$ cat src/rtl/uart_rx_conditioner.sv
// Input conditioning for the UART RX pad: two-flop synchroniser, glitch filter,
// line-break detector and a pulse-stretched activity flag, all on clk_i.
module uart_rx_conditioner #(
   parameter int unsigned CLK_HZ       = 10000000,
   parameter int unsigned BAUD         = 115200,
   parameter int unsigned FILT_LEN     = 3,
   parameter int unsigned BREAK_BITS   = 11,
   parameter int unsigned ACT_HOLD_CYC = 1000000
) (
   input  logic       clk_i,
   input  logic       rst_i,
   input  logic       rx_pin_i,
   output logic       rx_o,
   output logic       break_o,
   output logic       break_start_o,
   output logic       break_end_o,
   output logic       activity_o,
   output logic [7:0] glitch_cnt_o
);

   localparam int unsigned BIT_CYC   = CLK_HZ / BAUD;
   localparam int unsigned BREAK_CYC = BREAK_BITS * BIT_CYC;
   localparam int unsigned FW        = $clog2(FILT_LEN + 1);
   localparam int unsigned LW        = $clog2(BREAK_CYC + 1);
   localparam int unsigned AW        = $clog2(ACT_HOLD_CYC + 1);

   typedef enum logic [1:0] {IDLE, LOW, BREAK} state_t;

   logic          r_s1, r_s2, r_rx;
   logic [FW-1:0] r_flt_cnt;
   logic [7:0]    r_glitch;
   state_t        r_state;
   logic [LW-1:0] r_low_cnt;
   logic          r_break, r_bstart, r_bend;
   logic [AW-1:0] r_act_cnt;
   logic          r_act;
   logic          w_accept, w_fall;

   // A change is accepted on the FILT_LEN-th consecutive differing sample
   assign w_accept = (r_s2 != r_rx) && (r_flt_cnt == FW'(FILT_LEN - 1));
   assign w_fall   = w_accept && !r_s2;

   always_ff @(posedge clk_i) begin
      if (rst_i) begin
         r_s1      <= 1'b1;
         r_s2      <= 1'b1;
         r_rx      <= 1'b1;
         r_flt_cnt <= '0;
         r_glitch  <= '0;
      end else begin
         r_s1 <= rx_pin_i;
         r_s2 <= r_s1;
         if (w_accept) begin
            r_rx      <= r_s2;
            r_flt_cnt <= '0;
         end else if (r_s2 != r_rx) begin
            r_flt_cnt <= r_flt_cnt + 1'b1;
         end else if (r_flt_cnt != '0) begin
            r_flt_cnt <= '0;
            if (r_glitch != 8'hFF) r_glitch <= r_glitch + 8'd1;
         end
      end
   end

   always_ff @(posedge clk_i) begin
      if (rst_i) begin
         r_state   <= IDLE;
         r_low_cnt <= '0;
         r_break   <= 1'b0;
         r_bstart  <= 1'b0;
         r_bend    <= 1'b0;
      end else begin
         r_bstart <= 1'b0;
         r_bend   <= 1'b0;
         case (r_state)
            IDLE: begin
               if (!r_rx) begin
                  r_low_cnt <= LW'(1);
                  if (BREAK_CYC == 1) begin
                     r_state  <= BREAK;
                     r_break  <= 1'b1;
                     r_bstart <= 1'b1;
                  end else begin
                     r_state <= LOW;
                  end
               end
            end
            LOW: begin
               if (r_rx) begin
                  r_state   <= IDLE;
                  r_low_cnt <= '0;
               end else begin
                  r_low_cnt <= r_low_cnt + 1'b1;
                  if (r_low_cnt + 1'b1 == LW'(BREAK_CYC)) begin
                     r_state  <= BREAK;
                     r_break  <= 1'b1;
                     r_bstart <= 1'b1;
                  end
               end
            end
            BREAK: begin
               if (r_rx) begin
                  r_state   <= IDLE;
                  r_low_cnt <= '0;
                  r_break   <= 1'b0;
                  r_bend    <= 1'b1;
               end
            end
            default: begin
               r_state   <= IDLE;
               r_low_cnt <= '0;
               r_break   <= 1'b0;
            end
         endcase
      end
   end

   always_ff @(posedge clk_i) begin
      if (rst_i) begin
         r_act_cnt <= '0;
         r_act     <= 1'b0;
      end else begin
         if (w_fall)                r_act_cnt <= AW'(ACT_HOLD_CYC);
         else if (r_act_cnt != '0)  r_act_cnt <= r_act_cnt - 1'b1;
         r_act <= (r_act_cnt != '0);
      end
   end

   assign rx_o          = r_rx;
   assign break_o       = r_break;
   assign break_start_o = r_bstart;
   assign break_end_o   = r_bend;
   assign activity_o    = r_act;
   assign glitch_cnt_o  = r_glitch;

endmodule

$ cat config.mk
export PLATFORM = sky130hd
export DESIGN_NAME = uart_rx_conditioner
export DESIGN_NICKNAME = d
export VERILOG_FILES = /design/src/rtl/uart_rx_conditioner.sv
export SDC_FILE = /design/constraint.sdc
export NUM_CORES = 1
export LEC_CHECK = 0
export BUFFER_PORTS_ARGS = -buffer_cell sky130_fd_sc_hd__buf_2
export CAP_MARGIN = 20
export CELL_PAD_IN_SITES_DETAIL_PLACEMENT = 1
export CELL_PAD_IN_SITES_GLOBAL_PLACEMENT = 2
export CORE_MARGIN = 5
export CORE_UTILIZATION = 40
export DETAILED_ROUTE_END_ITERATION = 7
export HOLD_SLACK_MARGIN = 0.15
export PLACE_DENSITY = 0.86
export REMOVE_ABC_BUFFERS = 1
export SETUP_SLACK_MARGIN = 0.2
export SLEW_MARGIN = 20
export SYNTH_ARGS = -nofsm -noshare
export SYNTH_HDL_FRONTEND = slang
export SYNTH_SLANG_ARGS = --single-unit
$ cat constraint.sdc
create_clock -name clk_i -period 3.95 [get_ports clk_i]
set_input_delay 0.79 -clock clk_i [delete_from_list [all_inputs] [get_ports clk_i]]
set_output_delay 0.79 -clock clk_i [all_outputs]
set_load 0.03 [all_outputs]
==> results of run 1 <==
per-stage QoR:
| stage | power, mW | setup WS (ns) | instance area, sq um | utilization, % |
|---|---|---|---|---|
| 6_report | 1.58 | 1.84 | 2670 | 44.6 |
| 4_1_cts | 1.59 | 1.85 | 2670 | 44.6 |
| 2_1_floorplan | 1.13 | 2.15 | 2400 | - |
| 5_1_grt | 1.70 | 1.56 | 2670 | 44.6 |
| 3_5_place_dp | 1.26 | 1.76 | 2570 | 42.9 |
| 3_3_place_gp | 1.25 | 1.84 | 2570 | 42.9 |
flip-flops by register name (all words and copies together), names as in the netlist, 2 cells and up:
signal / flops
r_flt_cnt: 2
r_act_cnt: 20
glitch_cnt_o: 8
r_low_cnt: 10
r_state: 2
power groups by stage:
stage               clock (mW)  sequential, mW  combinational (mW)
finish                   0.322           0.649               0.607
CTS                      0.333           0.649               0.611
global route             0.355           0.663               0.686
floorplan                    0           0.651               0.475
global placement             0           0.655               0.594
detailed placement           0           0.660               0.601
kinds of logic after synthesis:
logic type,Yosys count,share of synthesized area (%)
AND/OR/NAND/NOR,121,26.2
AO/OA/AOI/OAI,49,13.4
flip-flops,49,39.6
XOR/XNOR,33,11.7
buffers and inverters,24,4.54
adder cells (fa/ha/maj),6,3.03
multiplexers,4,1.62
worst register-to-register path, stage by stage, from the launching register on:
cell     delay (ns)
dfxtp_1        0.34
inv_1          0.10
ha_1           0.18
nor3b_2        0.39
nand4_1        0.33
nor4_1         0.32
mux2i_1        0.22
a21oi_1        0.08
worst paths after layout:
path	start	endpoint	cells past startpoint
hold reg to reg	r_s1	r_s2	1
setup / recovery	r_act_cnt[0]	r_act_cnt[18]	7
hold / removal	r_s1	r_s2	1
setup reg to reg	r_act_cnt[0]	r_act_cnt[18]	7
metal layers:
| layer | wire length (um) | vias to the layer above | part of all wire, % | track usage (%) |
|---|---|---|---|---|
| met2 | 2410 | 16 | 45 | 24.4 |
| met4 | 63 | 0 | 1.2 | 4.53 |
| met5 | 0 | - | 0 | 0 |
| met3 | 120 | 7 | 2.2 | 3.07 |
| li1 | - | 1023 | - | - |
| met1 | 2800 | 976 | 52 | 20.9 |
cell type report:
class                           count  area, sq um
Inverter                           10         37.5
Clock inverter                      1         5.00
Tap cell                           75         93.8
Sequential cell                    49          981
Clock buffer                        7         96.3
Timing Repair Buffer               15         75.1
Multi-Input combinational cell    213         1390
Fill cell                         713         3320
synth_stat cells, types with 2 or more instances:
library cell,n
clkbuf_1,6
o21ai_0,7
nand4_1,8
nand2_1,12
dfxtp_1,49
a31oi_1,6
a22oi_1,7
nor2_1,45
xor2_1,20
a32o_1,2
buf_6,2
a21oi_1,12
nor3_1,9
xnor2_1,13
nor2b_1,5
or4_1,2
buf_2,6
nor4_1,4
or2_2,4
nand3_1,8
a22o_1,4
or3_1,3
nor3b_1,4
o211ai_1,5
inv_1,10
or4_4,2
nand3b_1,2
ha_1,6
mux2i_1,4
and3_1,6
==> impl_metrics.ini, run 1 <==
[power]
netSwitchingFraction_pct = 38.5
leakagePower_nw = 1.03
comb_power_share_pct = 38.5
p_sw_uw = 607
ir_drop_uv = 378
power.density_mw_per_mm2 = 590
clock_power_share_pct = 20.4
p_int_uw = 969
seq_power_share_pct = 41.1

[global_route]
grt_pass1_vias = 2085
grt_max_degree = 34
track_usage_pct = 15.3
grt_pass1_wl_um = 9600
antenna_found_initial = 0
grt.overflow.total = 0

[route]
drtPass1Iterations = 4
postRouteAntennaNets = 0
viasPerCell = 5.46
drt_iter0_drc = 81
wl_per_cell_um = 14.6
vias = 2022
drc_errors = 0
finalWirelength_um = 5390

[sta]
drv_slew = 0
fin_worst_skew_ns = 0.00785
max_clock_freq_mhz = 475
rsz0062_at_grt = no
final.setup.tns_ns = 0
post-route-min-period_ns = 2.11
slew_headroom_pct = 48.9
finalSetupViolations = 0
hold_viol = 0
whs_ns = 0.418
worst_slew_pin_slew_ns = 0.761
final.period_utilization_pct = 53.3

[clock_tree]
cts_hold_buffers = 0
cts_setup_buffers = 0
cts_resized = 0
cts.htree.levels = 2
cts_tree = yes
cts-root-buf = clkbuf_8
cts_sinks = 49
clk_latency_ns = 0.30
clkTransAtPathRegs_ns = 0.09
cts_inserted_buffers = 5
cts_buffer_depth = 2

[synth]
synth_edf_count = 0
yosys.area.top_type_share_pct = 39.6
synth_area_sq_mm = 0.00248
ys_async_sr_fraction_pct = 0
yosys.area.top_type = dfxtp_1
synth.area.top_cells = dfxtp_1 40%, xor2_1 7.1%, nor2_1 6.8%
yosysUniqueCellTypes = 43
synth_cells = 286
ys.flop_type = dfxtp_1
yosysWarnings = 0
ys_ff_latch = 49
syn_area_per_cell_sq_um = 8.67
synth-seq-area-share_pct = 39.6

[setup_path]
crit_fanout = 6
crit_required_ns = 4.11
endpoint_kind = flip-flop
crit_chain = inv_1 -> ha_1 -> nor3b_2 -> nand4_1 -> nor4_1 -> mux2i_1 -> a21oi_1
critPathKind = flip-flop to flip-flop
rrSetupSlack_ns = 1.84
critPathBufInv = 1
arrival_ns = 2.26
crit_family = simple AND/OR/NAND/NOR gates
max_stage_delay_ns = 0.39
critPathLaunchType = flip-flop
cpMaxStageDelayCell = nor3b_2

[layout]
antenna_cells = 0
nets = 303
final_cells = 370
layout_commonest_cell = dfxtp_1
areaGrowthSynthToFinish_pct = 7.87
drive_gt1_share_pct = 11.5
final_cell_mix = 49 x dfxtp_1, 45 x nor2_1, 20 x xor2_1

[floorplan]
start_util_pct = 41.4
core_area_sq_mm = 0.00599
die_h_um = 88.7
rows = 28
ios = 16
die-area_sq_mm = 0.00787
dieWidth_um = 88.7

[status]
outcome = finished clean

[placement]
io_buffers = 15
numPlacedInstances = 362
place.gp.congestion = 0.732
post-dp-hpwl_um = 3910

[run]
maxCapViolCount = 0

[min_path]
hold_path.class = flip-flop to flip-flop
Power figures use the tool's default switching activity.
==> inputs of run 2 (changes only) <==
--- a/config.mk
+++ b/config.mk
@@ -10,10 +10,10 @@
 export CELL_PAD_IN_SITES_DETAIL_PLACEMENT = 1
 export CELL_PAD_IN_SITES_GLOBAL_PLACEMENT = 2
 export CORE_MARGIN = 5
-export CORE_UTILIZATION = 40
+export CORE_UTILIZATION = 33
 export DETAILED_ROUTE_END_ITERATION = 7
 export HOLD_SLACK_MARGIN = 0.15
-export PLACE_DENSITY = 0.86
+export PLACE_DENSITY = 0.76
 export REMOVE_ABC_BUFFERS = 1
 export SETUP_SLACK_MARGIN = 0.2
 export SLEW_MARGIN = 20
==> constraint.sdc (replaced) <==
create_clock -name clk_i -period 1.8 [get_ports clk_i]
set_input_delay 0.36 -clock clk_i [delete_from_list [all_inputs] [get_ports clk_i]]
set_output_delay 0.36 -clock clk_i [all_outputs]
set_load 0.03 [all_outputs]
==> impl_metrics.ini, run 2 (same netlist as run 1, synthesis figures left out) <==
[global_route]
grt_pass1_wl_um = 11100
grt_max_degree = 17
grt.overflow.total = 0
antenna_found_initial = 0
track_usage_pct = 14.0
grt_pass1_vias = 2323

[floorplan]
core_area_sq_mm = 0.00729
dieWidth_um = 96.7
start_util_pct = 34.0
rows = 31
ios = 16
die-area_sq_mm = 0.00934
die_h_um = 96.7

[sta]
whs_ns = 0.239
drv_slew = 0
rsz0062_at_grt = yes
final.period_utilization_pct = 99.7
post-route-min-period_ns = 1.79
finalSetupViolations = 0
worst_slew_pin_slew_ns = 0.347
max_clock_freq_mhz = 557
fin_worst_skew_ns = 0.0179
hold_viol = 0
slew_headroom_pct = 76.7

[placement]
io_buffers = 15
place_area_sq_mm = 0.00283
place.gp.congestion = 0.761
post-dp-hpwl_um = 4440

[clock_tree]
clkTransAtPathRegs_ns = 0.10
cts_tree = yes
clk_latency_ns = 0.31
cts_hold_buffers = 0
cts_inserted_buffers = 5
cts-root-buf = clkbuf_8
cts.htree.levels = 2
cts_buffer_depth = 2
cts_sinks = 49

[power]
leakagePower_nw = 1.30
seq_power_share_pct = 31.5
p_int_mw = 2.79
power.density_mw_per_mm2 = 1360
netSwitchingFraction_pct = 38.2
clock_power_share_pct = 17.9
comb_power_share_pct = 50.6
ir_drop_uv = 469
p_sw_mw = 1.72

[layout]
drive_gt1_share_pct = 36.9
top_register = r_act_cnt
antenna_cells = 0
areaGrowthSynthToFinish_pct = 33.9
design_area_sq_mm = 0.00332
final_cell_mix = 46 x buf_4, 41 x nor2_1, 35 x dfxtp_1
utilization_pct = 45.5
nFillCells = 897
nets = 352
largest_reg_flops = 20
layout_commonest_cell = buf_4

[route]
wl_met1_um = 3050
drtPass1Iterations = 4
dr_wl_met3_um = 151
dr_wl_met2_um = 3360
postRouteAntennaNets = 0
drt_iter0_drc = 61
finalWirelength_um = 6610
drc_errors = 0
topRoutingLayerUsed = met4
wl_per_cell_um = 14.9
viasPerCell = 5.03
vias = 2230

[setup_path]
critPathKind = flip-flop to flip-flop
crit_required_ns = 2.05
crit_start = r_act_cnt[0]
endpoint_kind = flip-flop
timing.rr.end = r_act_cnt[19]
r2r_cells = 5
critPathLaunchType = flip-flop
arrival_ns = 2.04
endpoint = r_act_cnt[19]
rrSetupSlack_ns = 0.006
r2r-start = r_act_cnt[0]
crit_fanout = 5

[min_path]
min_from = rx_pin_i
hold_path.class = input port to flip-flop

[status]
outcome = finished clean

[run]
maxCapViolCount = 0
[run 2: cell count changes in the layout (fill, tap and decap cells not counted), sizes merged]
cell,change
clkinvlp,+1
buf,+49
bufinv,+1
clkbuf,-2
[run 2: layer usage]
metal,track usage (%),up-vias
met2,23.2,20
li1,-,1122
met4,3.24,0
met3,3.24,2
met1,18.5,1086
met5,0,-
[run 2: metrics by stage]
step	std cells	setup TNS (ns)	setup slack (ns)	power [mW]
floorplan	272	0	0.00244	2.47
global placement	416	0	0.0237	3.00
detailed placement	416	-0.0468	-0.0356	3.03
CTS	433	0	0.0133	4.16
global route	443	-0.412	-0.126	4.84
finish	443	0	0.00599	4.51
[run 2: worst min path at each step]
stage            to  depth (start not counted)
6_report       r_s1                          2
5_1_grt        r_s1                          2
4_1_cts        r_s1                          2
3_5_place_dp   r_s2                          1
3_3_place_gp   r_s2                          1
2_1_floorplan  r_s2                          1
[run 2: layout make-up]
type | count | area (sq um) | share of cell area [%]
Clock inverter | 3 | 46.3 | 1.39
Tap cell | 99 | 124 | 3.73
Clock buffer | 5 | 68.8 | 2.07
Sequential cell | 49 | 1010 | 30.3
Multi-Input combinational cell | 213 | 1580 | 47.7
Inverter | 10 | 37.5 | 1.13
Timing Repair Buffer | 64 | 454 | 13.7
[run 2: what timing repair did]
item,CTS,global route
gates resized for setup,30,36
buffers inserted,9,10
pin swaps,11,25
setup endpoints to repair,29,30
[run 2: power groups by stage]
stage / Sequential, mW / Clock [mW] / Combinational (mW)
after floorplan: 1.43 / 0 / 1.04
after global placement: 1.41 / 0 / 1.60
after detailed placement: 1.42 / 0 / 1.61
after CTS: 1.41 / 0.845 / 1.91
after global routing: 1.45 / 0.898 / 2.50
final: 1.42 / 0.809 / 2.28
[run 2: critical path, stage by stage (launching register included)]
cell and delay [ns]:
dfxtp_2 0.35, or4_4 0.54, nor4_4 0.41, nand4_1 0.16
xor2_1 0.16, a21oi_1 0.11
==> inputs of run 3 (changes only) <==
--- a/config.mk
+++ b/config.mk
@@ -5,12 +5,13 @@
 export SDC_FILE = /design/constraint.sdc
 export NUM_CORES = 1
 export LEC_CHECK = 0
+export ABC_AREA = 1
 export BUFFER_PORTS_ARGS = -buffer_cell sky130_fd_sc_hd__buf_2
 export CAP_MARGIN = 20
 export CELL_PAD_IN_SITES_DETAIL_PLACEMENT = 1
 export CELL_PAD_IN_SITES_GLOBAL_PLACEMENT = 2
 export CORE_MARGIN = 5
-export CORE_UTILIZATION = 33
+export CORE_UTILIZATION = 30
 export DETAILED_ROUTE_END_ITERATION = 7
 export HOLD_SLACK_MARGIN = 0.15
 export PLACE_DENSITY = 0.76
==> impl_metrics.ini, run 3 <==
[route]
drt_iter0_drc = 65
drtPass1Iterations = 4
viasPerCell = 4.66
finalWirelength_um = 6620
wl_per_cell_um = 13.2
vias = 2346
postRouteAntennaNets = 0
drc_errors = 0

[sta]
final.setup.tns_ns = 0
final.period_utilization_pct = 85.8
max_clock_freq_mhz = 648
post-route-min-period_ns = 1.54
fin_worst_skew_ns = 0.00595
drv_slew = 0
hold_viol = 0
finalSetupViolations = 0
worst_slew_pin_slew_ns = 0.397
slew_headroom_pct = 73.5
rsz0062_at_grt = yes

[clock_tree]
cts_tree = yes
cts_inserted_buffers = 5
cts_buffer_depth = 2
cts_hold_buffers = 0
clkTransAtPathRegs_ns = 0.09
clk_latency_ns = 0.30
cts.htree.levels = 2
cts_sinks = 49
cts-root-buf = clkbuf_8

[status]
outcome = finished clean

[synth]
yosysUniqueCellTypes = 32
yosysWarnings = 0
ys_async_sr_fraction_pct = 0
ys_ff_latch = 49
yosys.area.top_type_share_pct = 39.2
synth.area.top_cells = dfxtp_1 39%, nand2_1 16%, nor2_1 8.1%
yosys.area.top_type = dfxtp_1
synth_edf_count = 0
synth.most_common_cell = nand2_1
ys.flop_type = dfxtp_1
synth-seq-area-share_pct = 39.2
synth_common_cells = 104 x nand2_1, 54 x nor2_1, 49 x dfxtp_1
synth_cells = 366
synth_area_sq_mm = 0.00250
syn_area_per_cell_sq_um = 6.83

[placement]
io_buffers = 15
numPlacedInstances = 491
place.gp.congestion = 0.829
post-dp-hpwl_um = 4860

[layout]
final_cell_mix = 96 x nand2_1, 47 x nor2_1, 44 x dfxtp_1
areaGrowthSynthToFinish_pct = 20.9
drive_gt1_share_pct = 20.6
final_cells = 503
nets = 407
antenna_cells = 0
layout_commonest_cell = nand2_1
top_register = r_act_cnt
largest_reg_flops = 20

[global_route]
grt.overflow.total = 0
grt_pass1_vias = 2346
antenna_found_initial = 0
grt_pass1_wl_um = 11000
track_usage_pct = 13.4
grt_max_degree = 22

[power]
clock_power_share_pct = 18.8
comb_power_share_pct = 46.6
seq_power_share_pct = 34.6
p_sw_mw = 1.75
p_int_mw = 2.38
netSwitchingFraction_pct = 42.3
ir_drop_uv = 355
leakagePower_nw = 1.30
power.density_mw_per_mm2 = 1370

[setup_path]
critPathLaunchType = flip-flop
crit_fanout = 5
critPathKind = flip-flop to flip-flop
r2r_cells = 10
crit_required_ns = 2.05
arrival_ns = 1.79
endpoint_kind = flip-flop

[run]
maxCapViolCount = 0

[min_path]
hold_path.class = input port to flip-flop
min_path_cells = 2

[floorplan]
rows = 33
die_h_um = 101
ios = 16
dieWidth_um = 101
start_util_pct = 30.6
core_area_sq_mm = 0.00818
die-area_sq_mm = 0.0103
-- run 3: cell count changes in the layout (fill, tap and decap cells not counted), moves of 8 or more --
cell / before / now
a21oi_1: 11 / 29
buf_4: 46 / 12
dfxtp_1: 35 / 44
dfxtp_2: 11 / 3
inv_1: 9 / 36
nand2_1: 10 / 96
nand3_1: 7 / 19
xor2_1: 20 / 2
-- run 3: path summary, 6_finish.rpt --
kind                                   end  slack [ns]    startpoint
worst max-delay path            r_state[1]        0.26  r_low_cnt[1]
worst min-delay path                  r_s1        0.24      rx_pin_i
worst max register to register  r_state[1]        0.26  r_low_cnt[1]
worst min register to register        r_s2        0.42          r_s1
-- run 3: area by class of cell --
class | count | area, sq um
clock buffers | 5 | 68.8
clock inverters | 2 | 35.0
fillers | 1061 | 5150
inverters | 42 | 158
multi-input cells | 270 | 1440
flip-flops and latches | 49 | 992
well taps | 105 | 131
repair buffers | 30 | 199
-- run 3: metrics by stage --
step / hold WS (ns) / instance area [sq um] / worst slack (ns) / utilization, % / power [mW]
after floorplan: 0.389 / 2470 / 0.182 / - / 2.73
after global placement: 0.392 / 2760 / 0.151 / 33.7 / 3.20
after detailed placement: 0.401 / 2760 / 0.0911 / 33.7 / 3.22
after CTS: 0.223 / 2880 / 0.208 / 35.2 / 4.06
after global routing: 0.230 / 3020 / 0.108 / 37.0 / 4.53
final: 0.236 / 3020 / 0.256 / 37.0 / 4.13
-- run 3: metal layers --
| metal | vias to the layer above | wire [um] | track usage [%] |
|---|---|---|---|
| met2 | 23 | 3230 | 23.1 |
| met1 | 1085 | 3100 | 16.6 |
| met5 | - | 0 | 0 |
| met3 | 6 | 184 | 2.75 |
| li1 | 1232 | - | - |
| met4 | 0 | 104 | 4.60 |
-- run 3: timing repair --
action,CTS,global route
setup endpoints to repair,9,25
gates cloned,0,0
buffers inserted,0,5
pin swaps,2,13
gates resized for setup,9,29
-- run 3: logic make-up after synthesis --
family          synth area share [%]
fa+ha+maj                       3.00
compound gates                  10.2
buf+inv                         7.35
xor+xnor                        3.80
flops                           39.2
simple gates                    36.4
-- run 3: power groups by stage --
stage | Combinational [mW] | Sequential, mW | Clock, mW
floorplan | 1.31 | 1.42 | 0
global placement | 1.75 | 1.45 | 0
detailed placement | 1.77 | 1.46 | 0
CTS | 1.81 | 1.43 | 0.822
global route | 2.22 | 1.46 | 0.861
finish | 1.93 | 1.43 | 0.777
-- run 3: worst max-delay path: stages (launching register included) --
cell	delay (ns)
dfxtp_4	0.38
ha_4	0.17
nand2_1	0.08
nand2_2	0.08
nor2_4	0.11
nand2_2	0.06
nor2_2	0.11
nand3_1	0.09
nor2_2	0.16
nand4_1	0.15
nand2_1	0.11
